[config.mk]
export PLATFORM = sky130hd
export DESIGN_NAME = axi_line_fill_mst
export DESIGN_NICKNAME = d
export VERILOG_FILES = /design/src/rtl/axi_pkg.sv /design/src/rtl/axi_line_buf.sv /design/src/rtl/axi_line_fill_mst.sv
export SDC_FILE = /design/constraint.sdc
export NUM_CORES = 1
export LEC_CHECK = 0
export BUFFER_PORTS_ARGS = -buffer_cell sky130_fd_sc_hd__buf_2
export CORE_MARGIN = 5
export CORE_UTILIZATION = 31
export DETAILED_ROUTE_END_ITERATION = 6
export SLEW_MARGIN = 20
export SYNTH_ARGS = -nofsm -noshare
export SYNTH_HDL_FRONTEND = slang
export SYNTH_SLANG_ARGS = --single-unit
[constraint.sdc]
create_clock -name clock -period 6.4 [get_ports clock]
set_clock_uncertainty 0.05 [all_clocks]
set_input_delay 0.64 -clock clock [delete_from_list [all_inputs] [get_ports clock]]
set_output_delay 0.64 -clock clock [all_outputs]
set_load 0.03 [all_outputs]
[src/rtl/axi_pkg.sv]
// Shared AXI4 encodings and AR/R channel field widths used by the line-fill
// master and its neighbours.
package axi_pkg;

  localparam int AXI_ID_W    = 4;
  localparam int AXI_ADDR_W  = 32;
  localparam int AXI_DATA_W  = 32;
  localparam int AXI_LEN_W   = 4;
  localparam int AXI_SIZE_W  = 3;
  localparam int AXI_BURST_W = 2;
  localparam int AXI_LOCK_W  = 2;
  localparam int AXI_CACHE_W = 2;
  localparam int AXI_PROT_W  = 2;
  localparam int AXI_RESP_W  = 2;

  localparam logic [AXI_SIZE_W-1:0]  AXI_SIZE_4B    = 3'd2;
  localparam logic [AXI_BURST_W-1:0] AXI_BURST_INCR = 2'b01;
  localparam logic [AXI_RESP_W-1:0]  AXI_RESP_OKAY  = 2'b00;

endpackage

[src/rtl/axi_line_buf.sv]
// LINE_WORDS x 32 line buffer: synchronous clear, one indexed write port and
// a flat read of the whole line (word i at bits [32i+31:32i]).
module axi_line_buf
  import axi_pkg::*;
#(
  parameter int LINE_WORDS = 8,
  parameter int IDX_W      = $clog2(LINE_WORDS)
) (
  input  logic                             clock,
  input  logic                             reset,
  input  logic                             i_clr,
  input  logic                             i_we,
  input  logic [IDX_W-1:0]                 i_idx,
  input  logic [AXI_DATA_W-1:0]            i_wdata,
  output logic [AXI_DATA_W*LINE_WORDS-1:0] o_data
);

  logic [AXI_DATA_W-1:0] r_mem [LINE_WORDS];

  // NOTE: this storage is reset (unlike a RAM) because words not written by a
  // short burst must read back as zero, and a dropped line must never leak.
  // NOTE: sequential state uses non-blocking assignments only, so every
  // reader sees the pre-edge value regardless of block ordering.
  always_ff @(posedge clock) begin
    if (reset || i_clr) begin
      for (int i = 0; i < LINE_WORDS; i++) begin
        r_mem[i] <= '0;
      end
    end else if (i_we) begin
      r_mem[i_idx] <= i_wdata;
    end
  end

  for (genvar g = 0; g < LINE_WORDS; g++) begin : g_flat
    assign o_data[AXI_DATA_W*g +: AXI_DATA_W] = r_mem[g];
  end

endmodule

[src/rtl/axi_line_fill_mst.sv]
// AXI4 read-burst master for cache-line refill: one INCR burst per request,
// beats collected into a line buffer, whole line returned with an error flag.
// Build option: AXI_LINE_FILL_ID_CHECK_EN flags beats whose rid != ARID.
module axi_line_fill_mst
  import axi_pkg::*;
#(
  parameter int                  LINE_WORDS = 8,
  parameter logic [AXI_ID_W-1:0] ARID       = 4'b0011
) (
  input  logic                             clock,
  input  logic                             reset,

  input  logic                             io_req_valid,
  output logic                             io_req_ready,
  input  logic [AXI_ADDR_W-1:0]            io_req_addr,

  output logic                             io_resp_valid,
  input  logic                             io_resp_ready,
  output logic [AXI_DATA_W*LINE_WORDS-1:0] io_resp_data,
  output logic                             io_resp_err,

  input  logic                             io_axi_mst_ar_chl_ready,
  output logic                             io_axi_mst_ar_chl_valid,
  output logic [AXI_ID_W-1:0]              io_axi_mst_ar_chl_bits_arid,
  output logic [AXI_ADDR_W-1:0]            io_axi_mst_ar_chl_bits_araddr,
  output logic [AXI_SIZE_W-1:0]            io_axi_mst_ar_chl_bits_arsize,
  output logic [AXI_LEN_W-1:0]             io_axi_mst_ar_chl_bits_arlen,
  output logic [AXI_BURST_W-1:0]           io_axi_mst_ar_chl_bits_arbusrt,
  output logic [AXI_LOCK_W-1:0]            io_axi_mst_ar_chl_bits_arlock,
  output logic [AXI_CACHE_W-1:0]           io_axi_mst_ar_chl_bits_arcache,
  output logic [AXI_PROT_W-1:0]            io_axi_mst_ar_chl_bits_arprot,

  output logic                             io_axi_mst_r_chl_ready,
  input  logic                             io_axi_mst_r_chl_valid,
  input  logic [AXI_DATA_W-1:0]            io_axi_mst_r_chl_bits_rdata,
  input  logic [AXI_ID_W-1:0]              io_axi_mst_r_chl_bits_rid,
  input  logic [AXI_RESP_W-1:0]            io_axi_mst_r_chl_bits_rresp,
  input  logic                             io_axi_mst_r_chl_bits_rlast
);

  localparam int                    W         = $clog2(LINE_WORDS);
  localparam logic [AXI_ADDR_W-1:0] LINE_MASK = AXI_ADDR_W'(LINE_WORDS * 4 - 1);
  localparam logic [W-1:0]          LAST_IDX  = W'(LINE_WORDS - 1);
  localparam logic [AXI_LEN_W-1:0]  BURST_LEN = AXI_LEN_W'(LINE_WORDS - 1);

  typedef enum logic [1:0] {
    ST_IDLE,
    ST_AR,
    ST_R,
    ST_RESP
  } state_e;

  state_e                  r_state;
  logic                    r_req_ready;
  logic                    r_ar_valid;
  logic [AXI_ID_W-1:0]     r_arid;
  logic [AXI_ADDR_W-1:0]   r_araddr;
  logic [AXI_SIZE_W-1:0]   r_arsize;
  logic [AXI_LEN_W-1:0]    r_arlen;
  logic [AXI_BURST_W-1:0]  r_arbusrt;
  logic                    r_r_ready;
  logic                    r_resp_valid;
  logic                    r_err;
  logic [W-1:0]            r_cnt;

  logic                    w_req_fire;
  logic                    w_beat;
  logic                    w_id_err;
  logic                    w_beat_err;

  // req_ready and r_ready are only ever high in IDLE and R respectively, so
  // these handshakes cannot fire in any other state.
  assign w_req_fire = r_req_ready & io_req_valid;
  assign w_beat     = r_r_ready & io_axi_mst_r_chl_valid;

`ifdef AXI_LINE_FILL_ID_CHECK_EN
  assign w_id_err = (io_axi_mst_r_chl_bits_rid != ARID);
`else
  assign w_id_err = 1'b0 & (|io_axi_mst_r_chl_bits_rid);
`endif

  assign w_beat_err = r_err
                    | (io_axi_mst_r_chl_bits_rresp != AXI_RESP_OKAY)
                    | w_id_err;

  axi_line_buf #(
    .LINE_WORDS (LINE_WORDS),
    .IDX_W      (W)
  ) u_line_buf (
    .clock   (clock),
    .reset   (reset),
    .i_clr   (w_req_fire),
    .i_we    (w_beat),
    .i_idx   (r_cnt),
    .i_wdata (io_axi_mst_r_chl_bits_rdata),
    .o_data  (io_resp_data)
  );

  always_ff @(posedge clock) begin
    if (reset) begin
      r_state      <= ST_IDLE;
      r_req_ready  <= 1'b0;
      r_ar_valid   <= 1'b0;
      r_arid       <= '0;
      r_araddr     <= '0;
      r_arsize     <= '0;
      r_arlen      <= '0;
      r_arbusrt    <= '0;
      r_r_ready    <= 1'b0;
      r_resp_valid <= 1'b0;
      r_err        <= 1'b0;
      r_cnt        <= '0;
    end else begin
      case (r_state)
        ST_IDLE: begin
          r_req_ready <= 1'b1;
          if (w_req_fire) begin
            r_req_ready <= 1'b0;
            r_ar_valid  <= 1'b1;
            r_arid      <= ARID;
            r_araddr    <= io_req_addr & ~LINE_MASK;
            r_arsize    <= AXI_SIZE_4B;
            r_arlen     <= BURST_LEN;
            r_arbusrt   <= AXI_BURST_INCR;
            r_cnt       <= '0;
            r_err       <= 1'b0;
            r_state     <= ST_AR;
          end
        end

        // AR fields were loaded at request time and are left untouched here,
        // so they stay stable for however long the slave stalls.
        ST_AR: begin
          if (io_axi_mst_ar_chl_ready) begin
            r_ar_valid <= 1'b0;
            r_r_ready  <= 1'b1;
            r_state    <= ST_R;
          end
        end

        ST_R: begin
          if (w_beat) begin
            r_cnt <= r_cnt + 1'b1;
            if (r_cnt == LAST_IDX) begin
              r_err        <= w_beat_err | ~io_axi_mst_r_chl_bits_rlast;
              r_r_ready    <= 1'b0;
              r_resp_valid <= 1'b1;
              r_state      <= ST_RESP;
            end else if (io_axi_mst_r_chl_bits_rlast) begin
              // Short burst: remaining words keep their cleared value.
              r_err        <= 1'b1;
              r_r_ready    <= 1'b0;
              r_resp_valid <= 1'b1;
              r_state      <= ST_RESP;
            end else begin
              r_err <= w_beat_err;
            end
          end
        end

        // req_ready rises together with the return to IDLE, so a request
        // held alongside resp_ready is only taken one cycle later.
        ST_RESP: begin
          if (io_resp_ready) begin
            r_resp_valid <= 1'b0;
            r_req_ready  <= 1'b1;
            r_state      <= ST_IDLE;
          end
        end

        default: r_state <= ST_IDLE;
      endcase
    end
  end

  assign io_req_ready                   = r_req_ready;
  assign io_resp_valid                  = r_resp_valid;
  assign io_resp_err                    = r_err & r_resp_valid;
  assign io_axi_mst_ar_chl_valid        = r_ar_valid;
  assign io_axi_mst_ar_chl_bits_arid    = r_arid;
  assign io_axi_mst_ar_chl_bits_araddr  = r_araddr;
  assign io_axi_mst_ar_chl_bits_arsize  = r_arsize;
  assign io_axi_mst_ar_chl_bits_arlen   = r_arlen;
  assign io_axi_mst_ar_chl_bits_arbusrt = r_arbusrt;
  assign io_axi_mst_ar_chl_bits_arlock  = '0;
  assign io_axi_mst_ar_chl_bits_arcache = '0;
  assign io_axi_mst_ar_chl_bits_arprot  = '0;
  assign io_axi_mst_r_chl_ready         = r_r_ready;

endmodule

======== Word-level counts from Yosys, hierarchy flattened ========
Memories as Yosys holds them, arrays and structs flattened.
Index checks and enable logic that the tools add are counted.
cells by class
  add/sub/neg operators ................... 1
  equal/unequal tests ..................... 9
  muxes and demuxes ....................... 39
  bitwise operators ....................... 6
  reductions and logical operators ........ 16
operator list
  operator                                                                  count
  32-bit 2-to-1 mux                                                         1
  32-bit OR reduction                                                       1
  1-bit 2-to-1 mux                                                          22
  2-bit 2-to-1 mux                                                          6
  2-bit nonzero test                                                        6
  1-bit one-hot mux with 2 select lines                                     5
  3-bit 2-to-1 mux                                                          3
  2-bit one-hot mux with 4 select lines                                     1
  4-bit AND reduction                                                       2
  3-bit one-hot mux with 2 select lines                                     1
  3-bit AND reduction                                                       2
  5-bit AND reduction                                                       1
  2-bit equality test (second input constant)                               2
  2-bit by 1-bit inequality test with 1-bit output (second input constant)  2
  2-bit inequality test (second input constant)                             2
  2-bit AND reduction                                                       2
  3-bit by 1-bit adder with 3-bit output (second input constant)            1
  1-bit AND                                                                 3
  3-bit equality test (second input constant)                               1
  3-bit inequality test (second input constant)                             1
  2-bit by 1-bit equality test with 1-bit output (second input constant)    1
  2-bit zero test                                                           1
  1-bit bitwise OR                                                          2
  1-bit logical OR                                                          1
  1-bit NOT                                                                 1
word-level totals
  register bits after elaboration ......... 40
  RAM bits ................................ 256
  input bits .............................. 77
  output and inout port bits .............. 312
  logic and storage cells ................. 83
  memories ................................ 1
memory list
  memory            words  width  read ports  clocked after Yosys merged registers in  wr ports  RTL line            source
  u_line_buf.r_mem  8      32     8           0                                        8         axi_line_buf.sv:18  logic [AXI_DATA_W-1:0] r_mem [LINE_WORDS];

======== Logic depth before layout (Yosys ltp) ========
  depth in word-level cells ............... 6
  mapped depth ............................ 7
  depth with buffers taken out ............ 7

======== Hierarchy ========
A second synthesis with hierarchy kept.
second synthesis, totals
  cell total of the unflattened synthesis .. 839
  area total of the unflattened synthesis .. 11544.8 sq um
by module, submodules not included
  module             instances  cells an instance  area each (sq um)  sequential area each (sq um)
  axi_line_buf       1          621                9756.9             7687.4
  axi_line_fill_mst  1          218                1788.0             760.7

======== Least setup slack after synthesis ========
No wires, ideal clock.
  path kind ............................... input port to flip-flop
  start ................................... input io_req_valid
  end ..................................... memory u_line_buf.r_mem[6][0], enable pin
  setup time .............................. 0.466 ns
  arrival time ............................ 3.660 ns
  data required time ...................... 5.884 ns
  path slack .............................. 2.224 ns
  stages .................................. 4
  buffers on the path ..................... 1
  path through ............................ a21oi_4 > or3b_1 > buf_6 > o21ai_0
RTL lines
  item         RTL line                 source
  from (decl)  axi_line_fill_mst.sv:13  input logic io_req_valid,
  to (decl)    axi_line_buf.sv:18

==> impl_results.md <==
- Post-detail-place hpwl: ~22 mm
- Deepest clock path buffer count: 3
- DP Area: 0.0136 mm2
- Worst r2r src: io_req_ready
- Pleak: ~6.3 nW
- Yosys warnings: 0
- Num CTS Buffers: 31
- Clk root buf: clkbuf_16
- Core area: between 0.03 and 0.04 mm2
- Hold_sp: io_resp_ready
- Global placer's final weighted congestion: 0.774
- Final net count: about 1200
- Max VDD drop: between 0.00015 and 0.0002 V
- Slew Limit Fails: 0
- Pwr dens: 366 mW/mm2
- Initial DRC count: about 420
- Simple-gate portion of the synthesized area: a little under a fifth
- Top Metal Used: met4
- Most frequent cells in the layout: buf_2, edfxtp_1, and2_1, nand2_1, dfxtp_1
- Unrepaired setup endpoints after global routing: false
- Yosys reg bits: roughly 290
- Area delta synth->final: 29.2%
- Clock tree from TritonCTS: yes
- Post-route clock period utilization: ~55%
- CP Buf/Inv Count: 2
- Post-synth EDFFs: approximately 260
- Commonest non-fill, non-tap cell in the layout: buf_2
- Initial Util: 31.5%
- Final WL: between 30 and 40 mm
- Library cells used by synthesis: 39
- Die Ht: ~200 um
- Post-Synthesis Cells: ~770
- CP top delay family: simple AND/OR/NAND/NOR gates
- Skew-Pair Late Insertion Delay: approximately 0.55 ns
- Slowest stage delay, CP: 0.82 ns
- Fin. Hold Viols: 0
- Post-CTS setup buffers: 0
- Detail Route Antenna Nets: 0
- Worst-path fanout max: 38
- Crit path launch: reset
- DRC violations left: 0
- Worst EP required: ~6.5 ns
- Crit-path cells: buf_2 -> a21oi_4 -> or3b_1 -> nor3_4 -> buf_4 -> or2b_2
- Max Clock Freq: ~280 MHz
- Reg2Reg Depth: 5
- Worst Hold End: io_resp_valid
- Post-Synth XOR/XNOR Area: 0.0777%
- Vias in the first global route: 7473
- Crit path DAT: 3.67 ns
- Wire length on met2: between 15 and 20 mm
- Grt ovf: 0
- M1 WL: approximately 13 mm
- DR vias: between 7000 and 8000
- Worst Hold Depth: 2
- Critical Path Stages: 6
- Largest net degree at the start of global routing: 39
- Post-route total power: 5.34 mW
- Mux contribution to synthesized area: 0%
- Initial antenna violation count: 1
- Detailed Routing Iterations Pass 1: 4
- Sequential-to-total area share from yosys stat: 74.9%
- Outcome: finished clean
- Final setup viols: 0
- CP Launch Type: primary input
- DIE WIDTH: ~200 um
- Prevailing post-synth register cell: edfxtp_1
- Routed wire per std cell: 20.5 um
- Die area: 0.0403 mm2
- Mean post-synth cell area: between 10 and 15 um2
- Design area: between 0.01 and 0.015 mm2
- Share of cells above drive strength 1: a little under 40%
- # IOs: 389
- Crit Path Category: in2reg
- Largest family of logic cells by synthesized area: simple AND/OR/NAND/NOR gates
- Port bufs: roughly 360
- Fin crit period: about 3.5 ns
- CTS H-Tree Depth: 1
- Synth Area in Compound Gates: under 10%
- Post-layout util: between 40% and 50%
- Max-cap violations: 0
- Sinks on Clock Net: around 290
- R2r endpoint: u_line_buf.r_mem[0][22]
- Resize count post-CTS: 0
- Rel. slew slack: roughly a third
- Cell area after synthesis: approximately 0.011 mm2
- Metal3 WL: 2.83 mm
- CP Capture Type: register
- CP max-delay cell: or2b_2
- Post-route setup TNS: 0 ns
- Post-Synth Adder-Cell Area: less than 1%
- Fraction of registers with async set/reset: 0%
- Hold Path Class: in2reg
- Standard-cell row count: 69
- GR Util All Layers: 15.8%
- R2R Setup Slk: roughly 3.0 ns
- Worst-margin pin slew: ~0.98 ns
- Global-route wire length before repair: 48.8 mm
- CTS clk-pin slew, worst paths: ~0.060 ns
- Hold_buf cts: 0
- Hold Slack: 0.245 ns
- Vias per inst: approximately 4.4
[worst register-to-register path, cell delays in order, from the launching register on]
cell and delay [ns]:
dfxtp_1 0.38, a21oi_4 0.49, or3b_1 0.70, nor3_4 0.21, buf_4 0.39, or2b_2 0.82
[through the flow]
stage / instances / setup slack (ns)
final: 1621 / 2.85
after global routing: 1619 / 2.65
after floorplan: 789 / 2.22
after global placement: 1564 / 2.29
after detailed placement: 1564 / 2.21
after CTS: 1619 / 2.80
[power by group]
group          internal, mW  total [mW]  switching (mW)
combinational         0.245        1.10           0.859
clock                  1.08        1.80           0.720
sequential             2.35        2.43          0.0853
total                  3.68        5.34            1.66
[logic make-up after synthesis]
group / count (synthesis)
buf+inv: 67
compound gates: 59
fa+ha+maj: 7
flops: 294
simple gates: 344
xor+xnor: 1
other cells: 1
[Yosys cell counts, types with 2 or more instances]
cell / count / share of area, %
edfxtp_1: 256 / 68
and2_1: 241 / 13
nand2_1: 56 / 1.9
dfxtp_1: 38 / 6.7
a21oi_1: 35 / 1.6
buf_4: 23 / 1.5
clkbuf_1: 20 / 0.67
and2_2: 16 / 1.1
clkbuf_2: 12 / 0.53
o21ai_0: 12 / 0.53
nor2_1: 11 / 0.37
inv_1: 8 / 0.27
ha_1: 7 / 0.78
nand3_1: 4 / 0.18
a211oi_1: 3 / 0.20
buf_1: 3 / 0.10
nor2_4: 3 / 0.30
nand2b_1: 2 / 0.11
nor2b_1: 2 / 0.11
nor3_1: 2 / 0.089
[worst max-delay path by stage]
stage and to:
2_1_floorplan u_line_buf.r_mem[6][0], 3_3_place_gp u_line_buf.r_mem[0][25], 3_5_place_dp u_line_buf.r_mem[0][25], 4_1_cts u_line_buf.r_mem[0][28], 5_1_grt u_line_buf.r_mem[0][28], 6_report u_line_buf.r_mem[0][22]
[flip-flops by register name (all words and copies together) (netlist names)]
register                        cells
io_axi_mst_ar_chl_bits_araddr      27
io_axi_mst_ar_chl_valid             1
io_axi_mst_r_chl_ready              1
io_axi_mst_ar_chl_bits_arbusrt      1
r_err                               1
io_req_ready                        1
io_resp_valid                       1
r_cnt                               3
r_state                             2
u_line_buf.r_mem                  256
[routing by layer]
| metal | track usage [%] | vias up |
|---|---|---|
| met4 | 4.82 | 0 |
| met3 | 4.81 | 57 |
| li1 | - | 3347 |
| met5 | 0 | - |
| met1 | 19.4 | 3466 |
| met2 | 27.0 | 343 |
[layout make-up]
type	instances	area [um2]
Antenna cell	2	5.00
Inverter	8	30.0
Clock inverter	16	199
Timing Repair Buffer	373	1890
Multi-Input combinational cell	428	2610
Tap cell	461	577
Fill cell	3347	21200
Sequential cell	294	8450
Clock buffer	39	806
Note: power is estimated with default switching activity, not from simulation.
